$ cat config.mk
export PLATFORM = sky130hd
export DESIGN_NAME = corelet_ctrl
export DESIGN_NICKNAME = d
export VERILOG_FILES = /design/src/rtl/corelet_pkg.sv /design/src/rtl/corelet_ctrl_l0_loader.sv /design/src/rtl/corelet_ctrl.sv
export SDC_FILE = /design/constraint.sdc
export NUM_CORES = 1
export LEC_CHECK = 0
export CAP_MARGIN = 20
export CORE_MARGIN = 5
export CORE_UTILIZATION = 30
export DETAILED_ROUTE_END_ITERATION = 10
export GPL_ROUTABILITY_DRIVEN = 0
export SLEW_MARGIN = 15
export SYNTH_ARGS = -nofsm -noshare
export SYNTH_HDL_FRONTEND = slang
export SYNTH_SLANG_ARGS = --single-unit
$ cat constraint.sdc
create_clock -name clk -period 4.3 [get_ports clk]
set_input_delay 1.29 -clock clk [delete_from_list [all_inputs] [get_ports clk]]
set_output_delay 1.29 -clock clk [all_outputs]
set_load 0.01 [all_outputs]
$ cat src/rtl/corelet_pkg.sv
// Shared types and constants for the corelet job controller.
package corelet_pkg;

  // Job sequencing states
  typedef enum logic [2:0] {
    IDLE  = 3'd0,
    WLOAD = 3'd1,
    KLOAD = 3'd2,
    ALOAD = 3'd3,
    EXEC  = 3'd4,
    DRAIN = 3'd5,
    DONE  = 3'd6
  } state_t;

  // Array instruction encodings {execute, kernel load}
  localparam logic [1:0] INST_IDLE  = 2'b00;
  localparam logic [1:0] INST_KLOAD = 2'b01;
  localparam logic [1:0] INST_EXEC  = 2'b10;

  function automatic int max_int(input int a, input int b);
    return (a > b) ? a : b;
  endfunction

endpackage

$ cat src/rtl/corelet_ctrl_l0_loader.sv
// Streams a block of SRAM words into L0: one read per cycle from base upward,
// each read written to L0 one cycle later, issue paused while L0 is full.
module l0_loader #(
  parameter int ADDR_BW = 11,
  parameter int CNT_W   = 6
) (
  input  logic               clk,
  input  logic               reset,
  input  logic               start,
  input  logic [ADDR_BW-1:0] base,
  input  logic [CNT_W-1:0]   count,
  input  logic               l0_full,
  output logic               sram_rd,
  output logic [ADDR_BW-1:0] sram_addr,
  output logic               l0_wr,
  output logic               finished
);

  logic               r_active;
  logic [ADDR_BW-1:0] r_base;
  logic [CNT_W-1:0]   r_count;
  logic [CNT_W-1:0]   r_issued;
  logic [CNT_W-1:0]   r_wcnt;
  logic               r_sram_rd;
  logic [ADDR_BW-1:0] r_sram_addr;
  logic               r_l0_wr;
  logic               w_can_issue;
  logic               w_finished;

  assign w_can_issue = r_active && (r_issued < r_count) && !l0_full;
  // The last L0 write is visible this cycle; the caller advances on this edge.
  assign w_finished  = r_active && r_l0_wr && (r_wcnt == (r_count - CNT_W'(1)));

  assign sram_rd   = r_sram_rd;
  assign sram_addr = r_sram_addr;
  assign l0_wr     = r_l0_wr;
  assign finished  = w_finished;

  // Issue reads, follow each with an L0 write, and count completed writes.
  always_ff @(posedge clk or negedge reset) begin
    if (!reset) begin
      r_active    <= 1'b0;
      r_base      <= '0;
      r_count     <= '0;
      r_issued    <= '0;
      r_wcnt      <= '0;
      r_sram_rd   <= 1'b0;
      r_sram_addr <= '0;
      r_l0_wr     <= 1'b0;
    end else begin
      // A read in flight is always written, even if L0 just went full.
      r_l0_wr <= r_sram_rd;
      if (start) begin
        r_active <= 1'b1;
        r_base   <= base;
        r_count  <= count;
        r_wcnt   <= '0;
        if (!l0_full && (count != '0)) begin
          r_sram_rd   <= 1'b1;
          r_sram_addr <= base;
          r_issued    <= CNT_W'(1);
        end else begin
          r_sram_rd <= 1'b0;
          r_issued  <= '0;
        end
      end else begin
        r_sram_rd <= w_can_issue;
        if (w_can_issue) begin
          r_sram_addr <= r_base + ADDR_BW'(r_issued);
          r_issued    <= r_issued + CNT_W'(1);
        end
        if (r_active && r_l0_wr) r_wcnt <= r_wcnt + CNT_W'(1);
        if (w_finished) r_active <= 1'b0;
      end
    end
  end

endmodule

$ cat src/rtl/corelet_ctrl.sv
// Corelet job controller: loads kernels and activations through L0, runs the
// array, and drains OFIFO results into psum memory. All outputs are registered.
module corelet_ctrl
  import corelet_pkg::*;
#(
  parameter int row     = 8,
  parameter int col     = 8,
  parameter int ADDR_BW = 11,
  parameter int LEN_BW  = 5
) (
  input  logic               clk,
  input  logic               reset,
  input  logic               start,
  input  logic [LEN_BW-1:0]  len,
  input  logic [ADDR_BW-1:0] kbase,
  input  logic [ADDR_BW-1:0] abase,
  input  logic [ADDR_BW-1:0] pbase,
  input  logic               relu_en,
  input  logic               acc_en,
  output logic               sram_rd,
  output logic [ADDR_BW-1:0] sram_addr,
  output logic               l0_wr,
  output logic               l0_rd,
  input  logic               l0_full,
  input  logic               l0_ready,
  output logic [1:0]         inst,
  output logic               ofifo_rd,
  input  logic               ofifo_valid,
  input  logic               ofifo_full,
  output logic               psum_wr,
  output logic [ADDR_BW-1:0] psum_addr,
  output logic               accumulate,
  output logic               relu,
  output logic               busy,
  output logic               done
);

  // Wide enough for the KLOAD read+propagation count and any job length.
  localparam int CNT_W = $clog2(max_int(col + row, 2 ** LEN_BW)) + 1;

  state_t             r_state;
  state_t             w_next;
  logic [LEN_BW-1:0]  r_len;
  logic [ADDR_BW-1:0] r_abase;
  logic [ADDR_BW-1:0] r_pbase;
  logic               r_relu_en;
  logic               r_acc_en;
  logic [CNT_W-1:0]   r_cnt;
  logic [CNT_W-1:0]   r_rdcnt;
  logic [CNT_W-1:0]   r_ocnt;
  logic [CNT_W-1:0]   r_pcnt;
  logic               r_l0_rd;
  logic [1:0]         r_inst;
  logic               r_ofifo_rd;
  logic               r_psum_wr;
  logic [ADDR_BW-1:0] r_psum_addr;
  logic               r_accumulate;
  logic               r_relu;
  logic               r_busy;
  logic               r_done;

  logic               w_ld_start;
  logic [ADDR_BW-1:0] w_ld_base;
  logic [CNT_W-1:0]   w_ld_count;
  logic               w_ld_sram_rd;
  logic [ADDR_BW-1:0] w_ld_sram_addr;
  logic               w_ld_l0_wr;
  logic               w_ld_finished;
  logic [CNT_W-1:0]   w_len_c;
  logic               w_kl_rd;
  logic               w_ex_rd;
  logic               w_of_rd;
  logic               w_relu_src;
  logic               w_acc_src;

  assign w_len_c    = CNT_W'(r_len);
  assign w_kl_rd    = (r_state == KLOAD) && (r_cnt < CNT_W'(col)) && l0_ready;
  assign w_ex_rd    = (r_state == EXEC) && (r_rdcnt < w_len_c) && l0_ready && !ofifo_full;
  assign w_of_rd    = ((r_state == EXEC) || (r_state == DRAIN)) && ofifo_valid;
  // Config is taken straight from the ports on the start edge itself.
  assign w_relu_src = (r_state == IDLE) ? relu_en : r_relu_en;
  assign w_acc_src  = (r_state == IDLE) ? acc_en  : r_acc_en;

  l0_loader #(
    .ADDR_BW (ADDR_BW),
    .CNT_W   (CNT_W)
  ) u_l0_loader (
    .clk       (clk),
    .reset     (reset),
    .start     (w_ld_start),
    .base      (w_ld_base),
    .count     (w_ld_count),
    .l0_full   (l0_full),
    .sram_rd   (w_ld_sram_rd),
    .sram_addr (w_ld_sram_addr),
    .l0_wr     (w_ld_l0_wr),
    .finished  (w_ld_finished)
  );

  assign sram_rd    = w_ld_sram_rd;
  assign sram_addr  = w_ld_sram_addr;
  assign l0_wr      = w_ld_l0_wr;
  assign l0_rd      = r_l0_rd;
  assign inst       = r_inst;
  assign ofifo_rd   = r_ofifo_rd;
  assign psum_wr    = r_psum_wr;
  assign psum_addr  = r_psum_addr;
  assign accumulate = r_accumulate;
  assign relu       = r_relu;
  assign busy       = r_busy;
  assign done       = r_done;

  // State register.
  always_ff @(posedge clk or negedge reset) begin
    if (!reset) r_state <= IDLE;
    else        r_state <= w_next;
  end

  // Next-state decode and loader launch (kernels from WLOAD, activations from ALOAD).
  always_comb begin
    w_next     = r_state;
    w_ld_start = 1'b0;
    w_ld_base  = kbase;
    w_ld_count = CNT_W'(col);
    case (r_state)
      IDLE: begin
        if (start) begin
          if (len != '0) begin
            w_next     = WLOAD;
            w_ld_start = 1'b1;
          end else begin
            w_next = DONE;
          end
        end
      end
      WLOAD: if (w_ld_finished) w_next = KLOAD;
      KLOAD: begin
        // col reads followed by row propagation cycles
        if (r_cnt == CNT_W'(col + row - 1)) begin
          w_next     = ALOAD;
          w_ld_start = 1'b1;
          w_ld_base  = r_abase;
          w_ld_count = w_len_c;
        end
      end
      ALOAD: if (w_ld_finished) w_next = EXEC;
      EXEC:  if (w_ex_rd && (r_rdcnt == (w_len_c - CNT_W'(1)))) w_next = DRAIN;
      DRAIN: if (r_pcnt == w_len_c) w_next = DONE;
      DONE:  w_next = IDLE;
      default: w_next = IDLE;
    endcase
  end

  // Job latches, counters and registered outputs.
  always_ff @(posedge clk or negedge reset) begin
    if (!reset) begin
      r_len        <= '0;
      r_abase      <= '0;
      r_pbase      <= '0;
      r_relu_en    <= 1'b0;
      r_acc_en     <= 1'b0;
      r_cnt        <= '0;
      r_rdcnt      <= '0;
      r_ocnt       <= '0;
      r_pcnt       <= '0;
      r_l0_rd      <= 1'b0;
      r_inst       <= INST_IDLE;
      r_ofifo_rd   <= 1'b0;
      r_psum_wr    <= 1'b0;
      r_psum_addr  <= '0;
      r_accumulate <= 1'b0;
      r_relu       <= 1'b0;
      r_busy       <= 1'b0;
      r_done       <= 1'b0;
    end else begin
      if ((r_state == IDLE) && start) begin
        r_len     <= len;
        r_abase   <= abase;
        r_pbase   <= pbase;
        r_relu_en <= relu_en;
        r_acc_en  <= acc_en;
        r_cnt     <= '0;
        r_rdcnt   <= '0;
        r_ocnt    <= '0;
        r_pcnt    <= '0;
      end else begin
        if (w_kl_rd || ((r_state == KLOAD) && (r_cnt >= CNT_W'(col))))
          r_cnt <= r_cnt + CNT_W'(1);
        if (w_ex_rd) r_rdcnt <= r_rdcnt + CNT_W'(1);
        if (w_of_rd) r_ocnt <= r_ocnt + CNT_W'(1);
        if (r_ofifo_rd) r_pcnt <= r_pcnt + CNT_W'(1);
      end
      // psum write trails its OFIFO read by one cycle; address wraps naturally.
      if (r_ofifo_rd) r_psum_addr <= r_pbase + ADDR_BW'(r_pcnt);
      r_psum_wr  <= r_ofifo_rd;
      r_ofifo_rd <= w_of_rd;
      r_l0_rd    <= w_kl_rd || w_ex_rd;
      case (w_next)
        KLOAD:   r_inst <= INST_KLOAD;
        EXEC:    r_inst <= INST_EXEC;
        default: r_inst <= INST_IDLE;
      endcase
      r_busy       <= (w_next != IDLE);
      r_relu       <= (w_next != IDLE) && w_relu_src;
      r_accumulate <= (w_next != IDLE) && w_acc_src;
      r_done       <= (r_state == DONE);
    end
  end

endmodule

==> summary.md <==
| Metric | Value |
|---|---|
| Run status | completed |
| Root Buffer | clkbuf_16 |
| Post-CTS resize count | 0 |
| Final Hold Viols | 0 |
| Drt wl/cell | 15.1 um |
| RSZ-0062 raised after global routing | no |
| DR DRC count | 0 |
| Via/cell ratio | 4.82 |
| Sequential area share after synthesis | 46.1% |
| Port Buffers | between 70 and 80 |
| Synthesized area | ~6000 sq um |
| Total gr overflow | 0 |
| Initial antenna violation count | 0 |
| GRT Overall Usage | 12.5% |
| CP Cell Sequence | clkdlybuf4s50_1, or4_4, o21a_1, nor2_2, buf_4, a21oi_2, inv_4, mux2_4 |
| Async SR Flop Fraction | 100% |
| Final Critical Period | 3300 ps |
| Cells after synthesis | 581 |
| Switching fraction of total power | 38.2% |
| Drt total wl | 14.1 mm |
| Int Pwr | approximately 3 mW |
| Clock network fraction of total power | roughly 17% |
| Worst r2r path cells | 9 |
| H-tree depth | 3 |
| FF+latch count, synth | 112 |
| Fillers | between 1500 and 2000 |
| Die height | 152 um |
| N_diodes | 0 |
| Overall power | around 4.9 mW |
| Most common cell after layout, fill and taps aside | dfrtp_1 |
| Clock buffer depth | 2 |
| Commonest cells after routing, fill and taps aside | dfrtp_1, clkdlybuf4s50_1, nor2_1 |
| PwrDens | 652 nW/um^2 |
| Post-synth EDFFs | 0 |
| Setup violators final | 0 |
| Layout cell share with drive strength beyond 1 | 12.3% |
| Core Area | 20100 sq um |
| Worst-Skew Late Latency | around 350 ps |
| Core Rows | 52 |
| Critical Path Fanout Max | 10 |
| Reg clk slew, reported paths | 80 ps |
| Die Footprint | 23200 sq um |
| CTS tree | built |
| Clk sink count | 112 |
| Area occupied by registers | 2800 sq um |
| LEAKAGE | 3.18 nW |
| Slowest stage cell on the critical path | or4_4 |
| Yosys cell types | 71 |
| Initial Util | 30.2% |
| Slew Viols, Final | 0 |
| Via count | 4511 |
| Die X | 152 um |
| Post-DRT Antenna Nets | 0 |
| Nature of the critical path startpoint | input pin |
| Gate power share | 43.9% |
| YS warnings | 0 |
| Sw Pwr | 1.86 mW |
| First-pass GRT wire length | 24.1 mm |
| Crit-path max cell delay | 580 ps |
| Worst min-delay path category | reg -> reg |
| Mean Syn Cell Area | 10.5 sq um |
| Nets | 739 |
| IR drop worst, VDD | 0.211 mV |
| Setup_tns | 0 ps |
| Hold Path Depth | 0 |
| Worst endpoint required time | 4540 ps |
| Final clock skew | between 10 and 15 ps |
| Post-Syn Nets | 659 |
| TritonRoute pass-1 iters | 4 |
| CP Class | in -> reg |
| Worst Setup End Kind | flip-flop |
| Sequential Power Share | 38.9% |
| Setup Fix Bufs, Post-CTS | 0 |
| Hold_buf cts | 0 |
| Ports | 80 |
| Area Growth Syn to Fin | 23.0% |
| Initial detailed-routing violation count | 235 |
| Fmax | 0.303 GHz |
| Multi-input gate area | 3040 sq um |
| Max-cap viol count | 0 |
| Clock buffer count from CTS | 9 |
| Worst Tran Pin Value | 611 ps |
| Dpl hpwl | 10.3 mm |
| Worst slew margin | between 50% and 60% |
| Worst Path Arrival | between 3000 and 4000 ps |
| Final worst-path cycle share | 76.7% |
| Top_reg_cell synth | dfrtp_1 |
| Vias in the first global route | 4611 |
| Largest net degree at the start of global routing | 113 |
[cells in the mapped netlist, drive strengths merged, types with 3 or more instances]
cell,count,area [sq um]
or2,3,18.8
xor2,15,131
nor3b,3,22.5
clkbuf,9,33.8
or3,9,56.3
and3,7,43.8
nand2,43,161
nand3,7,35.0
ha,29,363
o21ai,23,119
mux2,34,405
inv,34,130
or4,6,52.6
nand4,11,75.1
o31ai,8,65.1
a31oi,8,50.1
dfrtp,112,2800
o21a,5,37.5
a21oi,32,164
nand2b,6,45.0
nor2b,6,37.5
nor4,4,40.0
buf,11,76.3
mux2i,7,70.1
nor4b,3,32.5
o211ai,4,30.0
o22ai,8,50.1
nor3,14,70.1
a21o,6,45.0
xnor2,25,219
nor2,51,196
a211oi,9,72.6
[metrics by stage]
stage / area, sq um / hold slack [ps] / utilization [%] / setup slack (ps) / std cells
floorplan: 6070 / 416 / - / 1280 / 581
global placement: 7190 / 358 / 35.7 / 678 / 920
detailed placement: 7190 / 359 / 35.7 / 628 / 920
CTS: 7470 / 376 / 37.2 / 998 / 935
global route: 7470 / 399 / 37.2 / 914 / 935
finish: 7470 / 375 / 37.2 / 1000 / 935
[per-layer routing]
layer	share of wire, %	GRT usage, %	vias to the layer above	routed length [um]
met5	0	0	-	0
met4	1.3	3.81	0	190
met3	3.3	2.39	10	467
met2	46	19.3	70	6490
met1	49	18.0	2199	6990
li1	-	-	2232	-
[power by group through the flow]
stage	combinational [mW]	clock (mW)	sequential, mW
after floorplan	1.59	0	1.81
after global routing	2.43	0.896	1.96
after detailed placement	2.15	0	1.91
after CTS	2.16	0.861	1.90
final	2.14	0.838	1.90
after global placement	2.11	0	1.91
[layout make-up]
cell class	instances	share of cell area (%)
multi-input combinational	415	40.7
sequential	112	37.5
timing repair buffer	89	11.7
tap	270	4.52
clock buffer	10	3.06
inverter	34	1.74
clock inverter	5	0.787
[worst max-delay path: cells and delay by family]
family / cells / cell delay (ps)
buffers and inverters: 3 / 820
and+or+nand+nor: 2 / 780
AOI/OAI and AO/OA: 2 / 320
muxes: 1 / 320
[cell families after synthesis]
kind of cell / Yosys count / share of synthesized area, %
xor gates and xnor gates: 40 / 5.77
and+or+nand+nor: 180 / 15.5
buffers and inverters: 54 / 3.95
DFF: 112 / 46.1
AOI/OAI and AO/OA: 123 / 14.2
adders and majority gates: 31 / 6.63
muxes: 41 / 7.83
[flip-flops by register name, indices dropped and copies added (netlist names), 2 cells and up]
name	flops
psum_addr	11
r_abase	11
r_pbase	11
u_l0_loader.r_base	11
u_l0_loader.sram_addr	11
r_cnt	6
r_pcnt	6
r_rdcnt	6
u_l0_loader.r_issued	6
u_l0_loader.r_wcnt	6
r_len	5
u_l0_loader.r_count	5
r_state	3
inst	2
[worst paths after layout]
check / to / slack [ps] / startpoint
max: u_l0_loader.sram_addr[6]$_DFFE_PN0P_ / 1000 / len[0]
min: u_l0_loader.l0_wr$_DFF_PN0_ / 380 / u_l0_loader.sram_rd$_DFF_PN0_
max reg2reg: u_l0_loader.sram_addr[8]$_DFFE_PN0P_ / 1790 / u_l0_loader.r_issued[0]$_DFFE_PN0P_
min reg2reg: u_l0_loader.l0_wr$_DFF_PN0_ / 380 / u_l0_loader.sram_rd$_DFF_PN0_
max in group asynchronous: u_l0_loader.r_count[2]$_DFFE_PN0P_ / 2840 / reset
min in group asynchronous: r_pbase[0]$_DFFE_PN0P_ / 1020 / reset
Note: power is estimated with default switching activity, not from simulation.
